$ cat config.mk
export PLATFORM = sky130hd
export DESIGN_NAME = dac_i2s_sequencer
export DESIGN_NICKNAME = d
export VERILOG_FILES = /design/src/rtl/dac_i2s_sequencer_pkg.sv /design/src/rtl/dac_bclk_divider.sv /design/src/rtl/dac_i2s_sequencer.sv
export SDC_FILE = /design/constraint.sdc
export NUM_CORES = 1
export LEC_CHECK = 0
export CORE_MARGIN = 2
export CORE_UTILIZATION = 45
export CTS_CLUSTER_SIZE = 20
export DETAILED_ROUTE_END_ITERATION = 10
export REMOVE_ABC_BUFFERS = 1
export SYNTH_ARGS = -nofsm -noshare
export SYNTH_HDL_FRONTEND = slang
export SYNTH_SLANG_ARGS = --single-unit
$ cat constraint.sdc
create_clock -name CLK -period 3.2 [get_ports CLK]
set_clock_uncertainty 0.2 [all_clocks]
set_input_delay 0.48 -clock CLK [delete_from_list [all_inputs] [get_ports CLK]]
set_output_delay 0.48 -clock CLK [all_outputs]
set_load 0.02 [all_outputs]
$ cat src/rtl/dac_i2s_sequencer_pkg.sv
// Shared types and helpers for the I2S DAC sequencer.
// The board-level defaults live here so the top picks them up without extra plumbing.
package dac_i2s_sequencer_pkg;

    localparam int DAC_BIT_WIDTH = 10;
    localparam int DAC_SLOT_BITS = 16;
    localparam int DAC_BCLK_DIV  = 38;

    typedef enum logic {
        IDLE = 1'b0,
        RUN  = 1'b1
    } dac_state_e;

    // BCLK periods in one stereo frame (left slot + right slot).
    function automatic int frame_bits(input int slot_bits);
        return 2 * slot_bits;
    endfunction

    // Zero bits appended after each sample to fill its slot.
    function automatic int slot_pad_bits(input int bit_width, input int slot_bits);
        return slot_bits - bit_width;
    endfunction

endpackage

$ cat src/rtl/dac_bclk_divider.sv
// Divides the system clock into BCLK and flags the BCLK falling edge one cycle early.
// Held cleared while not enabled so every run starts from the same phase.
module dac_bclk_divider #(
    parameter int BCLK_DIV = 38
) (
    input  logic clk,
    input  logic rst_n,
    input  logic enable,
    output logic bclk,
    output logic fall_tick
);

    localparam int DW = (BCLK_DIV > 1) ? $clog2(BCLK_DIV) : 1;
    localparam logic [DW-1:0] D_LAST = DW'(BCLK_DIV - 1);

    logic [DW-1:0] d;
    logic          tick;

    assign tick      = enable && (d == D_LAST);
    assign fall_tick = tick && bclk;

    always_ff @(posedge clk or negedge rst_n) begin
        if (!rst_n) begin
            d    <= '0;
            bclk <= 1'b0;
        end else if (!enable) begin
            d    <= '0;
            bclk <= 1'b0;
        end else if (tick) begin
            d    <= '0;
            bclk <= ~bclk;
        end else begin
            d    <= d + 1'b1;
        end
    end

endmodule

$ cat src/rtl/dac_i2s_sequencer.sv
// I2S DAC sequencer: BCLK/LRCLK generation, one-entry sample holding register, MSB-first shifter.
// Handshake: a pair transfers on any CLK edge where IN_VALID and IN_READY are both high.
module dac_i2s_sequencer
    import dac_i2s_sequencer_pkg::*;
#(
    parameter int BIT_WIDTH = DAC_BIT_WIDTH,
    parameter int SLOT_BITS = DAC_SLOT_BITS,
    parameter int BCLK_DIV  = DAC_BCLK_DIV
) (
    input  logic                 CLK,
    input  logic                 RESET_n,
    input  logic                 EN,
    input  logic [BIT_WIDTH-1:0] IN_L,
    input  logic [BIT_WIDTH-1:0] IN_R,
    input  logic                 IN_VALID,
    output logic                 IN_READY,
    output logic                 DAC_BCLK,
    output logic                 DAC_LRCLK,
    output logic                 DAC_DATA,
    output logic                 BUSY,
    output logic                 UNDERRUN,
    output dac_state_e           DBG_STATE
);

    localparam int FRAME = frame_bits(SLOT_BITS);
    localparam int PAD   = slot_pad_bits(BIT_WIDTH, SLOT_BITS);
    localparam int BW    = $clog2(FRAME);
    localparam logic [BW-1:0] B_LAST  = BW'(FRAME - 1);
    localparam logic [BW-1:0] B_RIGHT = BW'(SLOT_BITS);
    localparam logic [BW-1:0] B_LOAD  = BW'(1);

    dac_state_e state;
    dac_state_e state_next;

    logic                 bclk;
    logic                 fall_tick;
    logic [BW-1:0]        b;
    logic [BW-1:0]        b_next;
    logic [FRAME-1:0]     sr;
    logic [FRAME-1:0]     load_word;
    logic                 lrclk;
    logic                 data;
    logic                 load;
    logic                 frame_end;
    logic [BIT_WIDTH-1:0] hold_l;
    logic [BIT_WIDTH-1:0] hold_r;
    logic [BIT_WIDTH-1:0] last_l;
    logic [BIT_WIDTH-1:0] last_r;
    logic [BIT_WIDTH-1:0] load_l;
    logic [BIT_WIDTH-1:0] load_r;
    logic                 empty;
    logic                 underrun;

    dac_bclk_divider #(
        .BCLK_DIV (BCLK_DIV)
    ) u_divider (
        .clk       (CLK),
        .rst_n     (RESET_n),
        .enable    (state == RUN),
        .bclk      (bclk),
        .fall_tick (fall_tick)
    );

    // Frame position and load decode.
    always_comb begin
        b_next    = (b == B_LAST) ? '0 : b + 1'b1;
        load      = (state == RUN) && fall_tick && (b_next == B_LOAD);
        frame_end = (state == RUN) && fall_tick && (b_next == '0);
        load_l    = empty ? last_l : hold_l;
        load_r    = empty ? last_r : hold_r;
        load_word = (FRAME'(load_l) << (FRAME - BIT_WIDTH)) | (FRAME'(load_r) << PAD);
    end

    always_ff @(posedge CLK or negedge RESET_n) begin
        if (!RESET_n) begin
            state <= IDLE;
        end else begin
            state <= state_next;
        end
    end

    // Stopping is only honoured on the frame boundary, so a late EN pulse cannot cut a frame short.
    always_comb begin
        state_next = state;
        case (state)
            IDLE:    if (EN) state_next = RUN;
            RUN:     if (frame_end && !EN) state_next = IDLE;
            default: state_next = IDLE;
        endcase
    end

    always_comb begin
        BUSY      = (state == RUN);
        DBG_STATE = state;
        IN_READY  = empty;
        DAC_BCLK  = bclk;
        DAC_LRCLK = lrclk;
        DAC_DATA  = data;
        UNDERRUN  = underrun;
    end

    // Serial side: LRCLK follows the slot, data trails it by one BCLK.
    always_ff @(posedge CLK or negedge RESET_n) begin
        if (!RESET_n) begin
            b     <= '0;
            lrclk <= 1'b0;
            data  <= 1'b0;
            sr    <= '0;
        end else if (state == IDLE) begin
            b     <= '0;
            lrclk <= 1'b0;
            data  <= 1'b0;
        end else if (fall_tick) begin
            if (frame_end && !EN) begin
                b     <= '0;
                lrclk <= 1'b0;
                data  <= 1'b0;
            end else begin
                b     <= b_next;
                lrclk <= (b_next >= B_RIGHT);
                if (load) begin
                    sr   <= load_word;
                    data <= load_word[FRAME-1];
                end else begin
                    sr   <= {sr[FRAME-2:0], 1'b0};
                    data <= sr[FRAME-2];
                end
            end
        end
    end

    // Holding register: a load sees the flag as it was before any same-cycle capture.
    always_ff @(posedge CLK or negedge RESET_n) begin
        if (!RESET_n) begin
            hold_l   <= '0;
            hold_r   <= '0;
            last_l   <= '0;
            last_r   <= '0;
            empty    <= 1'b1;
            underrun <= 1'b0;
        end else begin
            underrun <= 1'b0;
            if (load) begin
                if (empty) begin
                    underrun <= 1'b1;
                end else begin
                    last_l <= hold_l;
                    last_r <= hold_r;
                    empty  <= 1'b1;
                end
            end
            if (IN_VALID && empty) begin
                hold_l <= IN_L;
                hold_r <= IN_R;
                empty  <= 1'b0;
            end
        end
    end

endmodule
Word-level counts from Yosys, hierarchy flattened
Cells that the tools add are included.
{"block": "totals", "ff_bits": 88, "out_inout_bits": 7, "elab_cells": 61}
{"block": "classes", "addsub": 2, "n_lt_le_gt_ge": 1, "n_eq_ne": 5, "mux": 25, "bitwise_logic": 4, "reduce_logical": 11}
{"operator": "32-bit by 16-bit OR with 32-bit output", "count": 1}
{"operator": "31-bit 2-to-1 mux", "count": 1}
{"operator": "10-bit 2-to-1 mux", "count": 2}
{"operator": "5-bit 2-to-1 mux", "count": 4}
{"operator": "1-bit 2-to-1 mux", "count": 15}
{"operator": "6-bit 2-to-1 mux", "count": 2}
{"operator": "1-bit logical AND", "count": 7}
{"operator": "6-bit by 1-bit adder with 6-bit output, second input constant", "count": 1}
{"operator": "6-bit == test, second input constant", "count": 1}
{"operator": "5-bit by 1-bit adder with 5-bit output, second input constant", "count": 1}
{"operator": "5-bit by 1-bit == test with 1-bit output, second input constant", "count": 1}
{"operator": "5-bit == test, second input constant", "count": 1}
{"operator": "5-bit greater-or-equal comparator, second input constant", "count": 1}
{"operator": "5-bit logical NOT", "count": 1}
{"operator": "2-bit by 1-bit inequality test with 1-bit output, second input constant", "count": 2}
{"operator": "1-bit inverter", "count": 3}
{"operator": "3-bit AND reduction", "count": 1}
{"operator": "1-bit one-hot mux with 2 select lines", "count": 1}
{"operator": "2-bit nonzero test", "count": 1}
{"operator": "1-bit logical NOT", "count": 1}

Longest topological paths before layout
{"block": "logic_depth", "ltp_word": 9, "mapped_depth": 10, "ltp_nobuf": 8}

Hierarchy
From an unflattened synthesis, not the netlist that was laid out.
{"block": "unflattened", "hier_cells": 329, "area_unflattened_um2": 3768.6}
{"module": "dac_i2s_sequencer", "n_inst": 1, "cells_each": 297, "area_per_inst_um2": 3435.8, "seq_area_each_um2": 1878.1}
{"module": "dac_bclk_divider", "n_inst": 1, "cells_each": 32, "area_per_inst_um2": 332.8, "seq_area_each_um2": 175.2}

Least setup slack after synthesis
OpenSTA, ideal clock, no wires.
{"block": "synth_timing", "kind": "reg2reg", "start": "reg b[0]", "end": "reg sr[14]", "setup_time_ps": 95, "arrival_time_ps": 2507, "required_ps": 2905, "setup_slack_ps": 398, "stages_incl_launch_ff": 10, "period_less_slack_ps": 2802, "cell_sequence": "dfrtp_1 > ha_1 > and3_1 > ha_1 > or3b_2 > o311ai_2 > buf_2 > clkbuf_1 > nand2_1 > o31ai_1"}
{"block": "synth_via", "elab_chain_len": 7, "elab_cells_between_ends": 11}
{"element": "from (decl)", "line_no": "dac_i2s_sequencer.sv:37", "text": "logic [BW-1:0] b;"}
{"element": "from (signal assigned)", "line_no": "dac_i2s_sequencer.sv:119", "text": "b <= b_next;"}
{"element": "5-bit by 1-bit adder with 5-bit output or 5-bit == test (tied branches)", "line_no": "dac_i2s_sequencer.sv:66", "text": "b_next = (b == B_LAST) ? '0 : b + 1'b1;"}
{"element": "5-bit 2-to-1 mux (*)", "line_no": "dac_i2s_sequencer.sv:66"}
{"element": "5-bit logical NOT", "line_no": "dac_i2s_sequencer.sv:68", "text": "frame_end = (state == RUN) && fall_tick && (b_next == '0);"}
{"element": "1-bit logical AND", "line_no": "dac_i2s_sequencer.sv:68"}
{"element": "1-bit logical AND", "line_no": "dac_i2s_sequencer.sv:114", "text": "if (frame_end && !EN) begin"}
{"element": "1-bit inverter (no source line)"}
{"element": "3-bit AND reduction (no source line)"}
{"element": "to (signal assigned)", "line_no": "dac_i2s_sequencer.sv:122", "text": "sr <= load_word;"}
{"element": "to (signal assigned)", "line_no": "dac_i2s_sequencer.sv:125", "text": "sr <= {sr[FRAME-2:0], 1'b0};"}
{"element": "to (decl)", "line_no": "dac_i2s_sequencer.sv:39", "text": "logic [FRAME-1:0] sr;"}
Mark *: on every way between the ends. The rest lies on a longest branch, timed or not.
A chain may end at the register's enable or synchronous reset.

Worst setup path after layout
{"block": "layout_timing", "start": "reg b[0]", "end": "reg last_r[1]"}
{"block": "layout_via", "elab_chain_len": 4, "elab_cells_between_ends": 5}
{"element": "5-bit by 1-bit adder with 5-bit output or 5-bit == test (tied branches)", "line_no": "dac_i2s_sequencer.sv:66"}
{"element": "5-bit 2-to-1 mux (*)", "line_no": "dac_i2s_sequencer.sv:66"}
{"element": "5-bit by 1-bit == test with 1-bit output (*)", "line_no": "dac_i2s_sequencer.sv:67", "text": "load = (state == RUN) && fall_tick && (b_next == B_LOAD);"}
{"element": "1-bit logical AND (*)", "line_no": "dac_i2s_sequencer.sv:67"}
{"element": "to (signal assigned)", "line_no": "dac_i2s_sequencer.sv:148", "text": "last_r <= hold_r;"}
{"element": "to (decl)", "line_no": "dac_i2s_sequencer.sv:48", "text": "logic [BIT_WIDTH-1:0] last_r;"}
Marked as above.

==> impl_table.tex <==
\begin{tabular}{lr}
\hline
Metric & Value \\
\hline
\multicolumn{2}{l}{\textbf{Setup path}} \\
Element type at the critical path end & flip-flop \\
Worst-path fanout max & 19 \\
Register-to-register setup slack & roughly 0.24 ns \\
Endpoint required time on the critical path & 3.23 ns \\
Cells on worst reg2reg path & 9 \\
Launch point of the critical path & b[0] \\
Kind of critical path & reg2reg \\
Startpoint Class & flip-flop \\
Capture instance of the worst register-to-register path & last\_r[1] \\
Reg-to-reg critical path startpoint & b[0] \\
WP data arrival & 2.99 ns \\
\multicolumn{2}{l}{\textbf{Worst hold path}} \\
Worst min-delay path category & in2async \\
\multicolumn{2}{l}{\textbf{Logic synthesis}} \\
Sequential fraction of the synthesis area & a little over half \\
Leading area contributor after synthesis & dfrtp\_1 \\
Average cell area after synthesis & 11.9 µm² \\
Number of warnings printed during yosys synthesis & 0 \\
Number of register bits inferred by synthesis & $\sim$80 \\
Portion of synthesized cell area occupied by the leading cell type & between 50\% and 60\% \\
Netlist area before placement & 3760 µm² \\
Synth top area cells & dfrtp\_1 (54\%), mux2\_2 (9.6\%), o31ai\_1 (3.6\%) \\
Distinct cells, synth & 39 \\
Post-synthesis instance total & 316 \\
\multicolumn{2}{l}{\textbf{Floorplan}} \\
Starting density of the core & between 40 and 50\% \\
Placement Rows & 33 \\
Floorplan core area & 8130 µm² \\
Count of pins on the block boundary & 31 \\
Overall die width & between 90 and 100 µm \\
Die height & 95.4 µm \\
Die Area & 9100 µm² \\
\multicolumn{2}{l}{\textbf{Layout}} \\
Count of placed standard cells in the final layout, fillers left out & 456 \\
Area growth, synth to finish & 15.9\% \\
Combined flip-flop and latch cell area & around 2000 µm² \\
Antenna Diode Count & 0 \\
Share of cells above drive strength 1 & about a fifth \\
Nets & 376 \\
Area of combinational cells with multiple inputs & 1600 µm² \\
Filler cell count in the final layout & 699 \\
\multicolumn{2}{l}{\textbf{Clocking}} \\
Number of hold buffers added after cts & 0 \\
Post-CTS setup buffer count & 0 \\
Gates resized, CTS repair & 0 \\
Clock-pin slew on the worst setup and hold paths & 0.08 ns \\
Sinks on the clock net & 82 \\
CTS Buf Count & 9 \\
TritonCTS clock tree & built \\
Maximum buffer depth of the clock tree & 2 \\
Root Buffer Master & clkbuf\_8 \\
Insertion delay of the later-clocked pin in the worst-skew pair & 0.34 ns \\
Max H-tree Level & 3 \\
\multicolumn{2}{l}{\textbf{Placed design}} \\
Placed wire-length estimate after detailed placement & between 4000 and 5000 µm \\
Number of buffer cells added on primary ports & 30 \\
Last weighted congestion value of the routability-driven placer & 0.798 \\
Placed Cells incl. Taps & 440 \\
\multicolumn{2}{l}{\textbf{Outcome}} \\
Result of the run & finished clean \\
\multicolumn{2}{l}{\textbf{Timing}} \\
Period utilisation layout & between 90 and 100\% \\
Final hold slack & 0.107 ns \\
Slew of the pin with the lowest slew margin & around 1.0 ns \\
Number of max-slew violations in the final report & 0 \\
Headroom to the max-slew limit & 32.1\% \\
Setup repair after global routing missed its margin & false \\
Final setup violation count & 0 \\
Time the worst path needs with I/O delays and setup & 2.96 ns \\
Maximum operating frequency & 338 MHz \\
Final hold violations & 0 \\
\multicolumn{2}{l}{\textbf{Detailed routing}} \\
Mean routed wirelength per cell & approximately 14 µm \\
Number of remaining DRC errors & 0 \\
Mean number of vias per cell & 5.22 \\
Remaining antenna violation count after routing & 0 \\
Violation count after the first detailed-routing iteration & 119 \\
Via count of the routed design & 2379 \\
WL final & 6440 µm \\
Length of the first detailed-routing pass in iterations & 6 \\
\multicolumn{2}{l}{\textbf{Pwr}} \\
Peak VDD IR & 0.189 mV \\
Leak Pwr & around 0.0020 µW \\
Power density over cell area & 499 nW/µm² \\
\multicolumn{2}{l}{\textbf{GRT}} \\
Pin count of the biggest net entering global routing & 83 \\
Remaining global-route overflow & 0 \\
Global-route wire length before repair & 11500 µm \\
Via count of the first global-routing pass & around 2300 \\
All-layer global routing usage & 16.4\% \\
Number of antenna violations at the first check in global routing & 0 \\
\multicolumn{2}{l}{\textbf{Run}} \\
Max-capacitance violation count & 0 \\
\hline
\end{tabular}
state kept, by name, summed over array words and instances (netlist names):
signal / flops
u_divider.d: 6
hold_r: 10
b: 5
sr: 25
IN_READY: 1
last_r: 10
UNDERRUN: 1
hold_l: 10
DAC_LRCLK: 1
DAC_DATA: 1
last_l: 10
u_divider.bclk: 1
BUSY: 1
cell type report:
| type | count | share of cell area, % |
|---|---|---|
| Sequential cell | 82 | 47.2 |
| Multi-Input combinational cell | 210 | 36.6 |
| Timing Repair Buffer | 38 | 8.51 |
| Tap cell | 105 | 3.02 |
| Clock buffer | 10 | 2.93 |
| Clock inverter | 6 | 1.32 |
| Inverter | 5 | 0.431 |
critical path, stage by stage (launching register included):
cell and delay (ns):
dfrtp_1 0.44, ha_1 0.25, and3_1 0.17, ha_1 0.25, nor2b_1 0.08, mux2_4 0.31, nor4_2 0.31, and4b_1 0.30
buf_12 0.18, mux2_2 0.35
cells in the mapped netlist, drive strengths merged:
| master | count |
|---|---|
| a21boi | 3 |
| or4 | 1 |
| a22o | 6 |
| xor2 | 2 |
| o21ai | 4 |
| xnor2 | 4 |
| nand3b | 1 |
| buf | 10 |
| a21oi | 2 |
| inv | 5 |
| o31ai | 19 |
| o311ai | 1 |
| and3b | 1 |
| nor2b | 21 |
| a21o | 4 |
| mux2 | 39 |
| and4b | 1 |
| ha | 6 |
| nor4 | 2 |
| and2 | 2 |
| or3b | 1 |
| dfrtp | 81 |
| nand2 | 27 |
| nor2 | 32 |
| clkbuf | 9 |
| nand3 | 8 |
| and3 | 2 |
| mux2i | 4 |
| a211oi | 17 |
| dfstp | 1 |
report_power, final:
part	switching (µW)	internal (µW)
logic	139	142
registers	65.5	1110
clock network	362	355
total	566	1610
how the worst max path moves through the flow:
stage	depth (start not counted)	slack, ns	end
floorplan	7	-0.90	sr[16]
global placement	9	0.25	last_r[5]
detailed placement	9	0.15	last_r[1]
CTS	9	0.13	last_r[1]
global route	9	0.07	last_r[1]
finish	9	0.24	last_r[1]
logic make-up (layout without fill, tap and decap cells):
group                      after synthesis  count (layout)  synth area share, %
DFF                                     82              82                 54.6
buffers and inverters                   24              59                 3.33
muxes                                   43              43                 12.9
AOI/OAI and AO/OA                       56              56                 12.6
and+or+nand+nor                         99              99                 13.2
adders and majority gates                6               6                 2.00
xor gates and xnor gates                 6               6                 1.40
routing by layer:
layer | GRT usage, % | share of wire [%] | wire length [µm]
met4 | 7.14 | 1.7 | 110
met3 | 3.08 | 2.4 | 156
met2 | 24.5 | 45 | 2910
met1 | 23.4 | 51 | 3260
met5 | 0 | 0 | 0
cells in the final DEF (no fill, tap or decap), drive strengths merged, types with 2 or more instances in the layout:
cell	n
nand3	8
buf	9
clkinv	4
xor2	2
inv	5
dfrtp	81
and2	2
xnor2	4
clkdlybuf4s50	29
o31ai	19
a21o	4
ha	6
a211oi	17
a21boi	3
nor2b	21
o21ai	4
clkbuf	10
a22o	6
a21oi	2
mux2	39
mux2i	4
nand2	27
nor2	32
nor4	2
and3	2
stage by stage:
stage	area, µm²	worst slack, ns	total power (µW)	setup TNS, ns	utilization (%)
final	4350	0.243	2170	0	53.5
after global routing	4350	0.0708	2310	0	53.5
after CTS	4350	0.132	2210	0	53.5
after detailed placement	4160	0.148	1480	0	51.2
after global placement	4160	0.250	1470	0	51.2
after floorplan	3650	-0.896	1370	-18.38	-
Note: power is estimated with default switching activity, not from simulation.
